[src/rtl/mem_read_streamer_pkg.sv]
// Shared types and constants for the memory read streamer: widths, the
// default image size, the controller state encoding and the burst range check.
package mem_read_streamer_pkg;

   localparam int ADDR_W        = 16;
   localparam int DATA_W        = 64;
   localparam int MEM_WORDS_DEF = 49152;

   typedef enum logic [1:0] {
      ST_IDLE,
      ST_RUN,
      ST_DRAIN,
      ST_DONE
   } state_t;

   // The sum is formed one bit wider than an address so that a base near the
   // top of the 16-bit space cannot wrap and look in range.
   function automatic logic burst_fits(input logic [ADDR_W-1:0] base,
                                       input logic [ADDR_W-1:0] len,
                                       input logic [31:0]       mem_words);
      logic [ADDR_W:0] end_excl;
      end_excl = {1'b0, base} + {1'b0, len};
      return (32'(end_excl) <= mem_words);
   endfunction

endpackage

[src/rtl/mem_read_streamer_fifo.sv]
// Small first-word-fall-through FIFO: the head entry is always visible on
// o_data, and a push and pop in the same cycle leave the occupancy unchanged.
module stream_fifo #(
   parameter int  WIDTH = 64,
   parameter int  DEPTH = 2,
   localparam int PTR_W = $clog2(DEPTH),
   localparam int CNT_W = PTR_W + 1
) (
   input  logic             clk,
   input  logic             rst,
   input  logic             i_push,
   input  logic [WIDTH-1:0] i_data,
   input  logic             i_pop,
   output logic [WIDTH-1:0] o_data,
   output logic             o_full,
   output logic             o_empty,
   output logic [CNT_W-1:0] o_count
);

   logic [WIDTH-1:0] r_mem [DEPTH];
   logic [PTR_W-1:0] r_wr_ptr;
   logic [PTR_W-1:0] r_rd_ptr;
   logic [CNT_W-1:0] r_count;
   logic             w_do_push;
   logic             w_do_pop;

   assign w_do_pop  = i_pop && !o_empty;
   assign w_do_push = i_push && (!o_full || w_do_pop);

   always_ff @(posedge clk) begin
      if (w_do_push) begin
         r_mem[r_wr_ptr] <= i_data;
      end
   end

   always_ff @(posedge clk or negedge rst) begin
      if (!rst) begin
         r_wr_ptr <= '0;
         r_rd_ptr <= '0;
         r_count  <= '0;
      end else begin
         if (w_do_push) r_wr_ptr <= r_wr_ptr + 1'b1;
         if (w_do_pop)  r_rd_ptr <= r_rd_ptr + 1'b1;
         case ({w_do_push, w_do_pop})
            2'b10:   r_count <= r_count + 1'b1;
            2'b01:   r_count <= r_count - 1'b1;
            default: r_count <= r_count;
         endcase
      end
   end

   assign o_data  = r_mem[r_rd_ptr];
   assign o_full  = (r_count == CNT_W'(DEPTH));
   assign o_empty = (r_count == '0);
   assign o_count = r_count;

endmodule

[src/rtl/mem_read_streamer.sv]
// Streams a contiguous burst of words out of a synchronous-read image memory
// into a valid/ready output, throttled so the output buffer never overflows.
module mem_read_streamer
   import mem_read_streamer_pkg::*;
#(
   parameter int MEM_WORDS  = MEM_WORDS_DEF,
   parameter int FIFO_DEPTH = 2
) (
   input  logic              clk,
   input  logic              rst,
   input  logic              start,
   input  logic [ADDR_W-1:0] baseAddress,
   input  logic [ADDR_W-1:0] length,
   output logic              busy,
   output logic              done,
   output logic              error,
   output logic [ADDR_W-1:0] memAddress,
   output logic              memWriteEnable,
   input  logic [DATA_W-1:0] memData,
   output logic [DATA_W-1:0] outData,
   output logic              outValid,
   input  logic              outReady
);

   localparam int CNT_W  = $clog2(FIFO_DEPTH) + 1;
   localparam int HELD_W = CNT_W + 1;

   state_t            r_state;
   state_t            w_state_next;
   logic [ADDR_W-1:0] r_mem_addr;
   logic [ADDR_W-1:0] w_issue_addr;
   logic [ADDR_W-1:0] r_left;
   logic [ADDR_W-1:0] w_left_next;
   logic              r_addr_v;
   logic              r_data_v;
   logic              r_error;
   logic              w_issue;
   logic              w_error_next;

   logic [DATA_W-1:0] w_fifo_data;
   logic              w_fifo_full;
   logic              w_fifo_empty;
   logic [CNT_W-1:0]  w_fifo_count;
   logic              w_push;
   logic              w_pop;
   logic              w_accept;
   logic [HELD_W-1:0] w_held;

   // A returning word bypasses the buffer when it is empty and downstream is
   // ready; otherwise it queues behind older words to keep ordering.
   assign w_accept = outValid && outReady;
   assign w_pop    = !w_fifo_empty && outReady;
   assign w_push   = r_data_v && !(w_fifo_empty && outReady);

   // Words owned by the streamer once this cycle's handshake completes:
   // buffered, returning from memory, and addressed this cycle.
   assign w_held = HELD_W'(w_fifo_count) + HELD_W'(r_data_v)
                 + HELD_W'(r_addr_v) - HELD_W'(w_accept);

   stream_fifo #(
      .WIDTH (DATA_W),
      .DEPTH (FIFO_DEPTH)
   ) u_fifo (
      .clk     (clk),
      .rst     (rst),
      .i_push  (w_push),
      .i_data  (memData),
      .i_pop   (w_pop),
      .o_data  (w_fifo_data),
      .o_full  (w_fifo_full),
      .o_empty (w_fifo_empty),
      .o_count (w_fifo_count)
   );

   always_comb begin
      w_state_next = r_state;
      w_issue      = 1'b0;
      w_issue_addr = r_mem_addr + 1'b1;
      w_left_next  = r_left;
      w_error_next = 1'b0;
      unique case (r_state)
         ST_IDLE: begin
            if (start) begin
               if (length == '0) begin
                  w_state_next = ST_DONE;
               end else if (burst_fits(baseAddress, length, 32'(MEM_WORDS))) begin
                  w_state_next = ST_RUN;
                  w_issue      = 1'b1;
                  w_issue_addr = baseAddress;
                  w_left_next  = length - 1'b1;
               end else begin
                  w_error_next = 1'b1;
               end
            end
         end
         ST_RUN: begin
            if (r_addr_v && (r_left == '0)) begin
               w_state_next = ST_DRAIN;
            end else if ((r_left != '0) && (w_held < HELD_W'(FIFO_DEPTH))
                         && !(w_fifo_full && !w_pop)) begin
               w_issue     = 1'b1;
               w_left_next = r_left - 1'b1;
            end
         end
         ST_DRAIN: begin
            if (w_held == '0) w_state_next = ST_DONE;
         end
         ST_DONE: w_state_next = ST_IDLE;
         default: w_state_next = ST_IDLE;
      endcase
   end

   always_ff @(posedge clk or negedge rst) begin
      if (!rst) begin
         r_state    <= ST_IDLE;
         r_mem_addr <= '0;
         r_left     <= '0;
         r_addr_v   <= 1'b0;
         r_data_v   <= 1'b0;
         r_error    <= 1'b0;
      end else begin
         r_state  <= w_state_next;
         r_left   <= w_left_next;
         r_addr_v <= w_issue;
         r_data_v <= r_addr_v;
         r_error  <= w_error_next;
         if (w_issue) r_mem_addr <= w_issue_addr;
      end
   end

   assign memAddress     = r_mem_addr;
   assign memWriteEnable = 1'b0;
   assign busy           = (r_state == ST_RUN) || (r_state == ST_DRAIN);
   assign done           = (r_state == ST_DONE);
   assign error          = r_error;
   assign outValid       = !w_fifo_empty || r_data_v;
   assign outData        = !w_fifo_empty ? w_fifo_data : (r_data_v ? memData : '0);

endmodule

[config.mk]
export PLATFORM = sky130hd
export DESIGN_NAME = mem_read_streamer
export DESIGN_NICKNAME = d
export VERILOG_FILES = /design/src/rtl/mem_read_streamer_pkg.sv /design/src/rtl/mem_read_streamer_fifo.sv /design/src/rtl/mem_read_streamer.sv
export SDC_FILE = /design/constraint.sdc
export NUM_CORES = 1
export LEC_CHECK = 0
export BUFFER_PORTS_ARGS = -buffer_cell sky130_fd_sc_hd__buf_2
export CAP_MARGIN = 20
export CORE_MARGIN = 3
export CORE_UTILIZATION = 60
export CTS_CLUSTER_SIZE = 40
export DETAILED_ROUTE_END_ITERATION = 8
export GPL_ROUTABILITY_DRIVEN = 0
export PLACE_DENSITY = 0.92
export SKIP_CTS_REPAIR_TIMING = 1
export SLEW_MARGIN = 10
export SYNTH_ARGS = -nofsm -noshare
export SYNTH_HDL_FRONTEND = slang
export SYNTH_SLANG_ARGS = --single-unit
[constraint.sdc]
create_clock -name clk -period 11.5 [get_ports clk]
set_clock_uncertainty 0.1 [all_clocks]
set_input_delay 0.575 -clock clk [delete_from_list [all_inputs] [get_ports clk]]
set_output_delay 0.575 -clock clk [all_outputs]
set_load 0.005 [all_outputs]
==> impl_metrics.yaml <==
timing:
  finalSetupViolations: 0
  slew_headroom_pct: 41.6
  maxClockFrequency_ghz: 0.229
  tns_ns: 0
  rsz0062_at_grt: "no"
  timing_hold_violations_final: 0
  timing_worst_slew_pin_value_ns: 0.866
  whs_ns: 0.114
  timing_max_transition_violations_final: 0
  period_minus_slack_ns: 4.37
  finalCritPeriodShare_pct: 38.0
layout:
  nNetsFinal: 1095
  layout_commonest_cell: "sky130_fd_sc_hd__buf_2"
  most-common-layout-cells: "183 x sky130_fd_sc_hd__buf_2, 128 x sky130_fd_sc_hd__edfxtp_1, 90 x sky130_fd_sc_hd__nand3_1"
  finalNonFillerCells: 1163
  final_layout_size_suffix_gt1_share_pct: 24.9
  finalCoreUtilization_pct: 74.8
  areaGrowthSynthToFinish_pct: 19.0
synthesis:
  avgSynthCellArea_sq_um: 11.1
  fraction_of_synthesis_flops_using_an_asynchronous_set_or_reset_pin_pct: 24.3
  yosysWarningCount: 0
  synth.area.top_cells: "sky130_fd_sc_hd__edfxtp_1 43%, sky130_fd_sc_hd__dfrtp_1 11%, sky130_fd_sc_hd__mux2i_1 7.5%"
  synth-edff-count: 128
  number_of_storage_elements_in_the_synthesis_netlist: 169
  netlist.top_cell.by_area: "sky130_fd_sc_hd__edfxtp_1"
  syn_inst: 804
  synth.distinct_cells: 59
  postSynth.topFlopCell: "sky130_fd_sc_hd__edfxtp_1"
  synth.net_count: 931
  mappedNetlistArea_sq_um: 8920
  share_of_the_synthesized_area_in_the_top_cell_type_pct: 43.1
  synth_sequential_area_ratio_pct: 54.6
grt:
  total_overflow_reported_by_the_global_router: 0
  grt_use_total_pct: 25.4
  grt_max_degree: 130
  antenna_found_initial: 1
  first_global_vias: 6646
  grt_first_pass_wirelength_mm: 32.7
critical_path:
  cell_with_the_biggest_individual_delay_on_the_critical_path: "sky130_fd_sc_hd__dfrtp_1"
  cp_data_required_time_ns: 11.76
  worst_r2r_setup_slack_ns: 7.13
  worstReg2RegEnd: "r_left[5]"
  critical_path.startpoint_type: "flip-flop"
  r2r-start: "u_fifo.o_count[0]"
  cp_slowest_stage_delay_ns: 0.48
  timing.critical_path.cells: "nor2_4, nand2_1, and2_1, ha_1, inv_1, fa_1, fa_1, nor2_1, a21oi_1, nor4_2, buf_4, a21oi_1, or4_1, o22a_1, buf_8, nor4b_1, a211o_1"
  critical_path_peak_fanout: 21
  timing_worst_setup_path_type: "reg2reg"
  top_family_by_delay_on_critical_path: "simple AND/OR/NAND/NOR gates"
  crit_buf_inv: 3
  worst-endpoint-arrival_ns: 4.63
  cell_depth_of_the_worst_flop_to_flop_path: 17
  critPathCaptureType: "flip-flop"
die:
  start_util_pct: 62.8
  chip_height_um: 128
  num_rows: 43
  floorplan.core_area_sq_um: 14200
  floorplan.die_area_sq_um: 16400
  die_width_um: 128
  num_io_pins: 185
drt:
  drc: 0
  vias_per_cell: 6.07
  totalWireLength_mm: 21.2
  ant_nets: 0
  via_count: 7061
  post_drt_wl_per_cell_um: 18.2
  drt-pass1-iter-count: 5
  drc_marker_count_from_the_first_detailed_route_iteration: 745
hold_path:
  hold_path_class: "in2async"
place:
  dp_cells: 1126
  io_buffers: 183
  dp_hpwl_mm: 14.2
clock_tree:
  sinks_on_the_clock_net: 169
  cts_tree: "done"
  cts-buffers-inserted: 17
  clock_latency_ns: 0.42
  clk_pin_slew_ns: 0.06
  cts.path.max_buffers: 2
  h-tree-depth: 4
  root_buffer: "sky130_fd_sc_hd__clkbuf_16"
job:
  timing.max_cap.violations: 0
pwr:
  total_leakage_power_nw: 4.21
  power_density_nw_per_um2: 229
  post-layout-total-power_mw: 2.43
  worst_ir_drop_vdd_mv: 0.124
outcome:
  status: "completed"
## cell type report
type | count | area [sq um]
sequential | 169 | 4870
timing repair buffer | 194 | 1050
fill | 956 | 3580
antenna | 2 | 5.00
multi-input combinational | 572 | 3820
clock inverter | 12 | 163
inverter | 14 | 52.6
clock buffer | 20 | 437
tap | 180 | 225
## power by group
group / total (mW) / switching, mW / internal, mW
sequential: 0.917 / 0.119 / 0.798
combinational: 0.928 / 0.530 / 0.398
clock: 0.586 / 0.240 / 0.345
total: 2.43 / 0.889 / 1.54
## sequential cells by signal, indices dropped and copies added, names as in the netlist
name,cells
error,1
memAddress,16
r_state,2
u_fifo.r_wr_ptr,1
u_fifo.r_mem,128
r_left,16
r_data_v,1
u_fifo.r_rd_ptr,1
r_addr_v,1
u_fifo.o_count,2
## cells by family (layout without fill, tap and decap cells)
family,after synthesis,after routing,synth area share (%)
XOR/XNOR,44,44,4.32
multiplexers,69,69,7.77
flip-flops,169,169,54.6
other,1,3,0.0420
AO/OA/AOI/OAI,172,172,11.6
buffers and inverters,63,240,3.03
adder cells (fa/ha/maj),27,27,4.04
AND/OR/NAND/NOR,259,259,14.6
## worst max path at each step
stage | start | to | slack, ns | cells after the start
floorplan | u_fifo.o_count[0] | r_left[0] | 6.93 | 18
global placement | length[0] | r_left[2] | 6.99 | 13
detailed placement | length[0] | r_left[5] | 6.89 | 13
CTS | u_fifo.o_count[0] | r_left[5] | 7.04 | 16
global route | u_fifo.o_count[0] | r_left[5] | 6.95 | 17
finish | u_fifo.o_count[0] | r_left[5] | 7.13 | 17
## worst reg2reg max path: cells and delay by family (launching register included)
family / cells / cell delay (ns)
buffers and inverters: 3 / 0.58
adders and majority gates: 3 / 1.03
DFF: 1 / 0.48
AOI/OAI and AO/OA: 4 / 0.75
and+or+nand+nor: 7 / 1.37
## cells in the mapped netlist, types with 2 or more instances
cell type,instances
sky130_fd_sc_hd__o21bai_1,7
sky130_fd_sc_hd__nor4b_2,3
sky130_fd_sc_hd__a211o_1,9
sky130_fd_sc_hd__nand2_1,56
sky130_fd_sc_hd__xor2_1,25
sky130_fd_sc_hd__and4_1,2
sky130_fd_sc_hd__o21ai_1,12
sky130_fd_sc_hd__and3_1,7
sky130_fd_sc_hd__and2_1,6
sky130_fd_sc_hd__buf_2,6
sky130_fd_sc_hd__a21oi_2,2
sky130_fd_sc_hd__nand4_1,7
sky130_fd_sc_hd__xnor2_1,19
sky130_fd_sc_hd__o21ai_0,85
sky130_fd_sc_hd__nand3_1,90
sky130_fd_sc_hd__o2111ai_1,2
sky130_fd_sc_hd__nor4b_1,4
sky130_fd_sc_hd__edfxtp_1,128
sky130_fd_sc_hd__fa_1,3
sky130_fd_sc_hd__nor3_1,21
sky130_fd_sc_hd__or2_2,6
sky130_fd_sc_hd__nor3b_1,2
sky130_fd_sc_hd__buf_1,8
sky130_fd_sc_hd__o21a_1,4
sky130_fd_sc_hd__dfrtp_1,41
sky130_fd_sc_hd__a21o_1,2
sky130_fd_sc_hd__o211ai_1,4
sky130_fd_sc_hd__buf_6,3
sky130_fd_sc_hd__ha_1,24
sky130_fd_sc_hd__a31oi_1,4
sky130_fd_sc_hd__a211oi_1,2
sky130_fd_sc_hd__nor4_1,8
sky130_fd_sc_hd__a21oi_1,22
sky130_fd_sc_hd__nor2_1,36
sky130_fd_sc_hd__mux2i_1,67
sky130_fd_sc_hd__nor2b_1,5
sky130_fd_sc_hd__o32ai_1,6
sky130_fd_sc_hd__clkbuf_1,31
sky130_fd_sc_hd__nand2b_1,2
sky130_fd_sc_hd__inv_1,14
## per-layer routing
metal | global-route usage (%) | routed length, um | share of wire, % | vias to the layer above
met5 | 0 | 0 | 0 | -
met4 | 10.2 | 580 | 2.7 | 0
met3 | 4.96 | 1600 | 7.5 | 42
met2 | 42.5 | 10600 | 50 | 297
met1 | 32.6 | 8400 | 40 | 3378
li1 | - | - | - | 3344
## through the flow
step | area, sq um | setup slack (ns)
2_1_floorplan | 8920 | 6.93
3_3_place_gp | 9950 | 6.99
3_5_place_dp | 9950 | 6.89
4_1_cts | 10500 | 7.04
5_1_grt | 10600 | 6.95
6_report | 10600 | 7.13
Power figures use the tool's default switching activity.
